`config.mk`:
```
export PLATFORM = sky130hd
export DESIGN_NAME = writeback_arbiter
export DESIGN_NICKNAME = d
export VERILOG_FILES = /design/src/rtl/writeback_arbiter_pkg.sv /design/src/rtl/writeback_arbiter_grant_logic.sv /design/src/rtl/writeback_arbiter.sv
export SDC_FILE = /design/constraint.sdc
export NUM_CORES = 1
export LEC_CHECK = 0
export BUFFER_PORTS_ARGS = -buffer_cell sky130_fd_sc_hd__buf_4
export CORE_UTILIZATION = 50
export CTS_BUF_LIST = sky130_fd_sc_hd__clkbuf_8
export CTS_CLUSTER_DIAMETER = 100
export CTS_CLUSTER_SIZE = 20
export DETAILED_ROUTE_END_ITERATION = 12
export PLACE_DENSITY = 0.83
export SLEW_MARGIN = 30
export SYNTH_ARGS = -nofsm -noshare
export SYNTH_HDL_FRONTEND = slang
export SYNTH_HIERARCHICAL = 1
export SYNTH_SLANG_ARGS = --single-unit
```
`constraint.sdc`:
```
create_clock -name clock -period 3.4 [get_ports clock]
set_input_delay 0.17 -clock clock [delete_from_list [all_inputs] [get_ports clock]]
set_output_delay 0.17 -clock clock [all_outputs]
set_load 0.1 [all_outputs]
```
`src/rtl/writeback_arbiter_pkg.sv`:
```
// Shared writeback types: register-file write command and the writeback source tag.
package writeback_arbiter_pkg;

  localparam int unsigned XLEN       = 32;
  localparam int unsigned REG_ADDR_W = 5;
  localparam int unsigned WAIT_W     = 4;

  typedef logic [REG_ADDR_W-1:0] rv_reg_t;

  typedef struct packed {
    logic            enable;
    rv_reg_t         which_register;
    logic [XLEN-1:0] value;
  } reg_write_control_t;

  typedef enum logic [1:0] {
    WB_NONE = 2'd0,
    WB_ALU  = 2'd1,
    WB_MEM  = 2'd2
  } wb_source_t;

endpackage

```
`src/rtl/writeback_arbiter_grant_logic.sv`:
```
// Combinational grant for the shared write port: loads first, ALU forced through after
// ALU_MAX_WAIT refusals unless both target the same live register.
module wb_grant_logic
  import writeback_arbiter_pkg::*;
#(
  parameter int unsigned ALU_MAX_WAIT = 4
) (
  input  logic              i_alu_valid,
  input  logic              i_alu_rd_en,
  input  rv_reg_t           i_alu_rd,
  input  logic              i_mem_valid,
  input  logic              i_mem_rd_en,
  input  rv_reg_t           i_mem_rd,
  input  logic [WAIT_W-1:0] i_wait_cnt,
  output wb_source_t        o_grant,
  output logic              o_alu_ready,
  output logic              o_mem_ready
);

  logic w_same_rd;
  logic w_starved;

  // Same live destination: the older load must land first, so no override.
  assign w_same_rd = i_alu_rd_en && i_mem_rd_en &&
                     (i_alu_rd == i_mem_rd) && (i_alu_rd != '0);
  assign w_starved = (i_wait_cnt == WAIT_W'(ALU_MAX_WAIT)) && !w_same_rd;

  always_comb begin
    o_grant = WB_NONE;
    if (i_alu_valid && i_mem_valid) begin
      o_grant = w_starved ? WB_ALU : WB_MEM;
    end else if (i_alu_valid) begin
      o_grant = WB_ALU;
    end else if (i_mem_valid) begin
      o_grant = WB_MEM;
    end
  end

  assign o_alu_ready = (o_grant == WB_ALU);
  assign o_mem_ready = (o_grant == WB_MEM);

endmodule

```
`src/rtl/writeback_arbiter.sv`:
```
// Shares the register file's single write port between the ALU and load writeback paths,
// producing one registered write command per cycle.
module writeback_arbiter
  import writeback_arbiter_pkg::*;
#(
  parameter int unsigned ALU_MAX_WAIT = 4,
  parameter int unsigned STAT_WIDTH   = 16
) (
  input  logic                  clock,
  input  logic                  reset,
  input  logic                  alu_valid,
  input  reg_write_control_t    alu_write,
  output logic                  alu_ready,
  input  logic                  mem_valid,
  input  reg_write_control_t    mem_write,
  output logic                  mem_ready,
  output reg_write_control_t    write_control,
  output logic                  alu_stalled,
  output logic [STAT_WIDTH-1:0] conflict_count
);

  wb_source_t              w_grant;
  logic                    w_alu_grant;
  logic                    w_mem_grant;
  reg_write_control_t      w_sel;
  reg_write_control_t      w_next_write;
  logic [WAIT_W-1:0]       r_wait_cnt;
  reg_write_control_t      r_write_control;
  logic                    r_alu_stalled;
  logic [STAT_WIDTH-1:0]   r_conflict_count;

  wb_grant_logic #(
    .ALU_MAX_WAIT (ALU_MAX_WAIT)
  ) u_grant (
    .i_alu_valid (alu_valid),
    .i_alu_rd_en (alu_write.enable),
    .i_alu_rd    (alu_write.which_register),
    .i_mem_valid (mem_valid),
    .i_mem_rd_en (mem_write.enable),
    .i_mem_rd    (mem_write.which_register),
    .i_wait_cnt  (r_wait_cnt),
    .o_grant     (w_grant),
    .o_alu_ready (w_alu_grant),
    .o_mem_ready (w_mem_grant)
  );

  // Nothing is accepted while reset is held, so an in-flight request is simply dropped.
  assign alu_ready = w_alu_grant && !reset;
  assign mem_ready = w_mem_grant && !reset;

  // Next write command; x0 and disabled payloads are consumed but never written.
  always_comb begin
    w_sel        = (w_grant == WB_ALU) ? alu_write : mem_write;
    w_next_write = r_write_control;
    w_next_write.enable = 1'b0;
    if (alu_ready || mem_ready) begin
      w_next_write        = w_sel;
      w_next_write.enable = w_sel.enable && (w_sel.which_register != '0);
    end
  end

  always_ff @(posedge clock or posedge reset) begin
    if (reset) begin
      r_write_control <= '0;
    end else begin
      r_write_control <= w_next_write;
    end
  end

  // Consecutive refusals of the current ALU request, saturating at the override point.
  always_ff @(posedge clock or posedge reset) begin
    if (reset) begin
      r_wait_cnt <= '0;
    end else if (!alu_valid || alu_ready) begin
      r_wait_cnt <= '0;
    end else if (r_wait_cnt != WAIT_W'(ALU_MAX_WAIT)) begin
      r_wait_cnt <= r_wait_cnt + WAIT_W'(1);
    end
  end

  always_ff @(posedge clock or posedge reset) begin
    if (reset) begin
      r_alu_stalled    <= 1'b0;
      r_conflict_count <= '0;
    end else begin
      r_alu_stalled <= alu_valid && !alu_ready;
      if (alu_valid && mem_valid && (r_conflict_count != '1)) begin
        r_conflict_count <= r_conflict_count + STAT_WIDTH'(1);
      end
    end
  end

  assign write_control  = r_write_control;
  assign alu_stalled    = r_alu_stalled;
  assign conflict_count = r_conflict_count;

endmodule

```
==> results of run 1 <==
[final cells by class]
type                       instances  area (µm²)  area share, %
clock buffer                      13         179           4.20
inverter                           5        18.8          0.441
multi-input combinational        209        1430           33.6
clock inverter                     3        12.5          0.294
timing repair buffer             140        1050           24.7
sequential                        59        1480           34.7
tap                               72        90.1           2.12
[flip-flops by register name (all words and copies together) (netlist names)]
register	flops
write_control	38
r_wait_cnt	4
conflict_count	16
alu_stalled	1
[worst paths after layout]
kind	to	slack [ps]	depth (start not counted)	from
worst max-delay path	alu_ready	1160	6	r_wait_cnt[3]
worst min-delay path	write_control[34]	120	3	reset
worst max register to register	write_control[6]	1240	7	r_wait_cnt[3]
worst min register to register	write_control[5]	480	2	write_control[5]
max in group asynchronous	write_control[30]	2760	3	reset
min in group clock	write_control[20]	130	3	mem_write[20]
[synthesized netlist by cell type, drive strengths merged, types with 2 or more instances]
library cell	number	share of area (%)
dfrtp	59	50
clkbuf	9	1.1
ha	3	1.3
xnor2	5	1.5
buf	4	0.68
or4	2	0.51
mux2i	38	13
nand2b	3	0.63
nand2	46	5.8
nor2	9	1.2
inv	5	0.63
a21o	2	0.51
nand3	6	1.0
nor4b	2	0.80
xor2	14	4.1
nor4	7	2.4
nand4	6	1.7
nor2b	5	1.1
o21ai	41	6.9
nor3	5	1.2
[worst register-to-register path: stages (launching register included)]
cell     delay [ps]
dfrtp_1         420
nor4b_2         290
nand2_1         100
a31oi_2         220
nor2_1          130
o21ai_4         130
buf_4           510
o21ai_0         220
[where the power goes]
group / internal [mW] / total (mW) / switching [mW]
Clock: 0.338 / 0.596 / 0.258
Combinational: 0.301 / 1.32 / 1.02
Sequential: 0.815 / 0.924 / 0.109
Total: 1.45 / 2.84 / 1.39
[layout by cell type, fill, tap and decap left out, types with 2 or more instances in the layout]
cell type  netlist  routed
nand2_1         46      46
nor4_1           4       4
a21o_1           2       2
nor2_1           8       8
ha_1             3       3
nand4_1          4       4
o21ai_0         41      40
buf_4            0     140
xor2_1          14      14
nor2b_1          5       4
nor3_1           3       3
nand4_2          2       2
or4_1            2       2
clkbuf_8         0      13
nor3_2           2       2
inv_1            5       6
dfrtp_1         59      59
mux2i_1         38      38
xnor2_1          5       5
nor4_2           2       2
nand2b_1         3       3
nand3_1          6       6
[stage by stage]
| stage | instances | hold WS [ps] | instance area (µm²) |
|---|---|---|---|
| after detailed placement | 485 | 470 | 4070 |
| after CTS | 501 | 120 | 4260 |
| after global routing | 501 | 113 | 4260 |
| final | 501 | 121 | 4260 |
| after global placement | 485 | 451 | 4070 |
| after floorplan | 286 | 352 | 2960 |
[metal layers]
layer  GRT usage (%)  vias to the layer above
met5               0                        -
met4            9.45                        0
met3            8.74                       11
met2            41.8                      106
met1            27.9                     1230
li1                -                     1277
[logic make-up after synthesis]
logic type	share of synthesized area, %
flops	49.9
fa+ha+maj	1.27
compound gates	9.38
simple gates	18.1
mux	13.3
xor+xnor	5.62
buf+inv	2.45
==> impl_metrics.csv, run 1 <==
group,metric,value,unit
die,num_rows,27,
timing,setup_ws,1160,ps
drt,post_drt_wl_per_cell,14.6,µm
placement,dp_hpwl,5.40,mm
worst_setup_path,cpLargestDelayFamily,"simple AND/OR/NAND/NOR gates",
finish,areaGrowthSynthToFinish,43.8,%
run,maxCapViolations,0,
synth,syn-num-nets,369,
grt,grt_max_degree,76,
synth,synth_edf_count,0,
synth,netlist_instances,286,
finish,nets,507,
timing,slew_headroom,50.0,%
worst_setup_path,critPathCaptureType,"primary output",
grt,track_usage,24.5,%
synth,synth_cell_type_count,41,
timing,fmax,446,MHz
outcome,status,"complete, no violations",
clock_network,clock_latency,330,ps
clock_network,h-tree-depth,3,
synth,syn-mean-instance-area,10.4,µm²
timing,finalHoldViolCount,0,
timing,rsz0062_at_grt,"false",
die,core,0.00561,mm²
worst_setup_path,critPathArrivalTime,2070,ps
drt,drtIter0Drc,123,
synth,synthArstFlopShare,100,%
power,pwr_density_cell,667,mW/mm²
timing,finalSetupTns,0,ps
timing,worst_slew_pin_slew,750,ps
timing,fin_crit_sh,66.0,%
worst_setup_path,path_buf_inv,1,
drt,routed.top_layer,"met4",
synth,syn_area,0.00296,mm²
timing,period_minus_slack,2240,ps
die,io_pins,137,
worst_setup_path,worst_path_largest_cell_delay,420,ps
worst_setup_path,crit_chain,"nor4b_2 -> nand2_1 -> a31oi_2 -> a21o_1 -> nor2b_1 -> buf_4",
timing,final_max_slew_viol_count,0,
min_path,hold_class,"in2async",
grt,grt_pass1_vias,2561,
drt,wirelength,7.33,mm
die,start_util,52.8,%
drt,met3_length,514,µm
grt,grt_first_pass_wirelength,11.6,mm
clock_network,hold_buffers,0,
worst_setup_path,crit_type,"reg2out",
synth,ys_ff_latch,59,
die,die_w,79.0,µm
grt,gr-total-overflow,0,
worst_setup_path,startpoint_type,"flip-flop",
finish,fillers,414,
clock_network,cts_setup_buffers,0,
drt,vias,2624,
drt,ant_nets,0,
clock_network,cts_root_buffer,"clkbuf_8",
drt,wl_met2,3.74,mm
synth,ys_seq_area_share,49.9,%
clock_network,cts_resized,0,
synth,ys_warn_count,6,
die,die_height,79.0,µm
placement,gp_congestion,0.874,
drt,dr.pass1.iters,4,
die,die-area,0.00623,mm²
power,ir_worst_vdd,0.510,mV
timing,clock_skew,5.94,ps
placement,place.port_buffers,136,
synth,synth-main-ff-cell,"dfrtp_1",
clock_network,numCtsBuffers,9,
clock_network,clk_pin_slew,70,ps
drt,wirelength_met1,2.96,mm
drt,route.detailed.drc,0,
finish,diodes,0,
clock_network,cts_tree,"done",
grt,grt_antenna_before_repair,0,
finish,fin_util,75.9,%
clock_network,cts.sinks,59,
drt,drt-vias-per-instance,5.24,
worst_setup_path,worstPathMaxFanout,5,
worst_setup_path,worstPathRequired,3230,ps
power,p_total,2.84,mW
finish,drive_gt1_share,39.4,%
timing,setup_viol,0,
placement,place_ws,1250,ps
clock_network,cts_max_path_buffers,2,
worst_setup_path,cpMaxStageDelayCell,"dfrtp_1",
power,p_leak,2.09,nW
No activity file was read; power rests on OpenSTA's default activity.
==> inputs of run 2 (changes only) <==
--- a/config.mk
+++ b/config.mk
@@ -6,12 +6,12 @@
 export NUM_CORES = 1
 export LEC_CHECK = 0
 export BUFFER_PORTS_ARGS = -buffer_cell sky130_fd_sc_hd__buf_4
-export CORE_UTILIZATION = 50
+export CORE_UTILIZATION = 44
 export CTS_BUF_LIST = sky130_fd_sc_hd__clkbuf_8
 export CTS_CLUSTER_DIAMETER = 100
 export CTS_CLUSTER_SIZE = 20
 export DETAILED_ROUTE_END_ITERATION = 12
-export PLACE_DENSITY = 0.83
+export PLACE_DENSITY = 0.77
 export SLEW_MARGIN = 30
 export SYNTH_ARGS = -nofsm -noshare
 export SYNTH_HDL_FRONTEND = slang
==> constraint.sdc (replaced) <==
create_clock -name clock -period 1.8 [get_ports clock]
set_input_delay 0.09 -clock clock [delete_from_list [all_inputs] [get_ports clock]]
set_output_delay 0.09 -clock clock [all_outputs]
set_load 0.1 [all_outputs]
==> impl_metrics.csv, run 2 (synthesis results as in run 1) <==
group,metric,value,unit
outcome,status,"complete, but fails checks",
outcome,violations,"design-rule violations, negative setup slack",
power,combPwrFrac,48.3,%
min_path,hold_class,"in2reg",
grt,grt_pass1_vias,2764,
grt,grt_max_degree,60,
worst_setup_path,r2r-start,"r_wait_cnt[3]",
min_path,whs_path_depth,3,
placement,dp_hpwl,5.60,mm
timing,clock_skew,9.35,ps
worst_setup_path,critPathCaptureType,"flip-flop",
worst_setup_path,cp-startpoint,"r_wait_cnt[3]",
timing,finalSetupTns,-7260,ps
grt,grt_first_pass_wirelength,12.4,mm
finish,nets,525,
timing,finalHoldViolCount,0,
clock_network,numCtsBuffers,9,
clock_network,h-tree-depth,3,
power,switching_power,2.68,mW
run,maxCapViolations,0,
die,die_w,84.0,µm
min_path,hold_end,"write_control[22]",
finish,drive_gt1_share,48.2,%
clock_network,clk_pin_slew,60,ps
die,core,0.00642,mm²
placement,place.port_buffers,136,
timing,setup_viol,40,
finish,largest_reg_flops,38,
worst_setup_path,startpoint_type,"flip-flop",
drt,route.detailed.drc,8,
worst_setup_path,r2r_setup_slack,-310,ps
finish,final_common_cell,"buf_4",
grt,grt_antenna_before_repair,0,
worst_setup_path,crit_type,"reg2reg",
drt,post_drt_wl_per_cell,14.8,µm
timing,holdWs,17.4,ps
clock_network,clock_latency,340,ps
grt,gr-total-overflow,0,
grt,track_usage,22.5,%
timing,final_max_slew_viol_count,0,
drt,drtIter0Drc,82,
die,die_height,84.0,µm
placement,place_ws,-118,ps
drt,drt-vias-per-instance,5.19,
power,p_int,2.75,mW
worst_setup_path,reg2reg_depth,11,
drt,vias,2716,
placement,gp_congestion,0.810,
die,io_pins,137,
power,ir_worst_vdd,0.635,mV
drt,ant_nets,0,
drt,wirelength,7.72,mm
die,num_rows,29,
finish,areaGrowthSynthToFinish,56.8,%
power,p_leak,2.19,nW
power,pwr_density_cell,1170,mW/mm²
clock_network,cts_root_buffer,"clkbuf_8",
timing,slew_headroom,50.7,%
worst_setup_path,critPathArrivalTime,2370,ps
finish,layout_common_cells,"buf_4, nand2_1, dfrtp_1",
worst_setup_path,worstPathMaxFanout,6,
finish,fillers,482,
timing,rsz0062_at_grt,"true",
die,die-area,0.00706,mm²
worst_setup_path,worstPathRequired,2070,ps
die,start_util,46.1,%
min_path,hp-start,"mem_write[22]",
timing,fmax,475,MHz
timing,worst_slew_pin_slew,739,ps
power,clock_power_share,18.6,%
clock_network,cts_max_path_buffers,2,
worst_setup_path,r2r-end,"write_control[37]",
timing,setup_ws,-306,ps
clock_network,cts_tree,"done",
clock_network,cts.sinks,59,
power,p_sw_share,49.4,%
timing,period_minus_slack,2110,ps
power,seqPwrFrac,33.2,%
timing,fin_crit_sh,117,%
drt,dr.pass1.iters,8,
finish,diodes,0,
[run 2: layer usage]
layer  vias up  track usage (%)  wire (µm)
met2       106             39.4       3930
met4         0             12.7        231
met5         -                0          0
li1       1315                -          -
met3        21             7.62        600
met1      1274             23.6       2950
[run 2: worst max path at each step]
stage                             end  slack, ps  cells after the start
global route        write_control[37]       -380                     11
detailed placement  write_control[35]       -120                      8
floorplan               r_wait_cnt[0]       -250                      7
CTS                 write_control[35]       -210                      9
global placement     write_control[1]        -30                      8
finish              write_control[37]       -310                     11
[run 2: repair_timing]
item / 4_1_cts / 5_1_grt
gates cloned: 0 / 3
endpoints found under the setup margin: 40 / 46
setup buffers: 3 / 2
gates resized for setup: 9 / 9
hold buffers: 0 / 0
pin swaps: 0 / 5
[run 2: per-stage QoR]
step                      util (%)  power (mW)  instances  instance area (µm²)
after global routing          72.3        5.65        523                 4640
final                         72.3        5.44        523                 4640
after global placement        67.2        4.37        501                 4310
after floorplan                  -        3.73        286                 3110
after detailed placement      67.2        4.41        501                 4310
after CTS                     70.3        5.43        519                 4520
[run 2: final cells by class]
type	instances	area (µm²)	area share (%)
Clock inverter	5	22.5	0.485
Multi-Input combinational cell	209	1510	32.5
Tap cell	77	96.3	2.07
Inverter	5	22.5	0.485
Timing Repair Buffer	158	1330	28.5
Sequential cell	59	1530	33.0
Clock buffer	10	138	2.96
[run 2: worst max-delay path: stages (launching register included)]
cell and delay (ps):
dfrtp_1 390, nor4b_2 290, nand2_1 110, a31oi_2 170, buf_4 130, a21o_1 70, nor2b_4 150, buf_12 140
clkbuf_16 150, o211ai_1 120, o21ai_1 140, nor2b_1 170
[run 2: power by group through the flow]
stage                     registers, mW  clock network [mW]  logic, mW
after detailed placement           1.82                   0       2.59
final                              1.80                1.01       2.62
after global placement             1.81                   0       2.55
after global routing               1.83                1.10       2.72
after floorplan                    3.30                   0      0.435
after CTS                          1.80                1.03       2.60
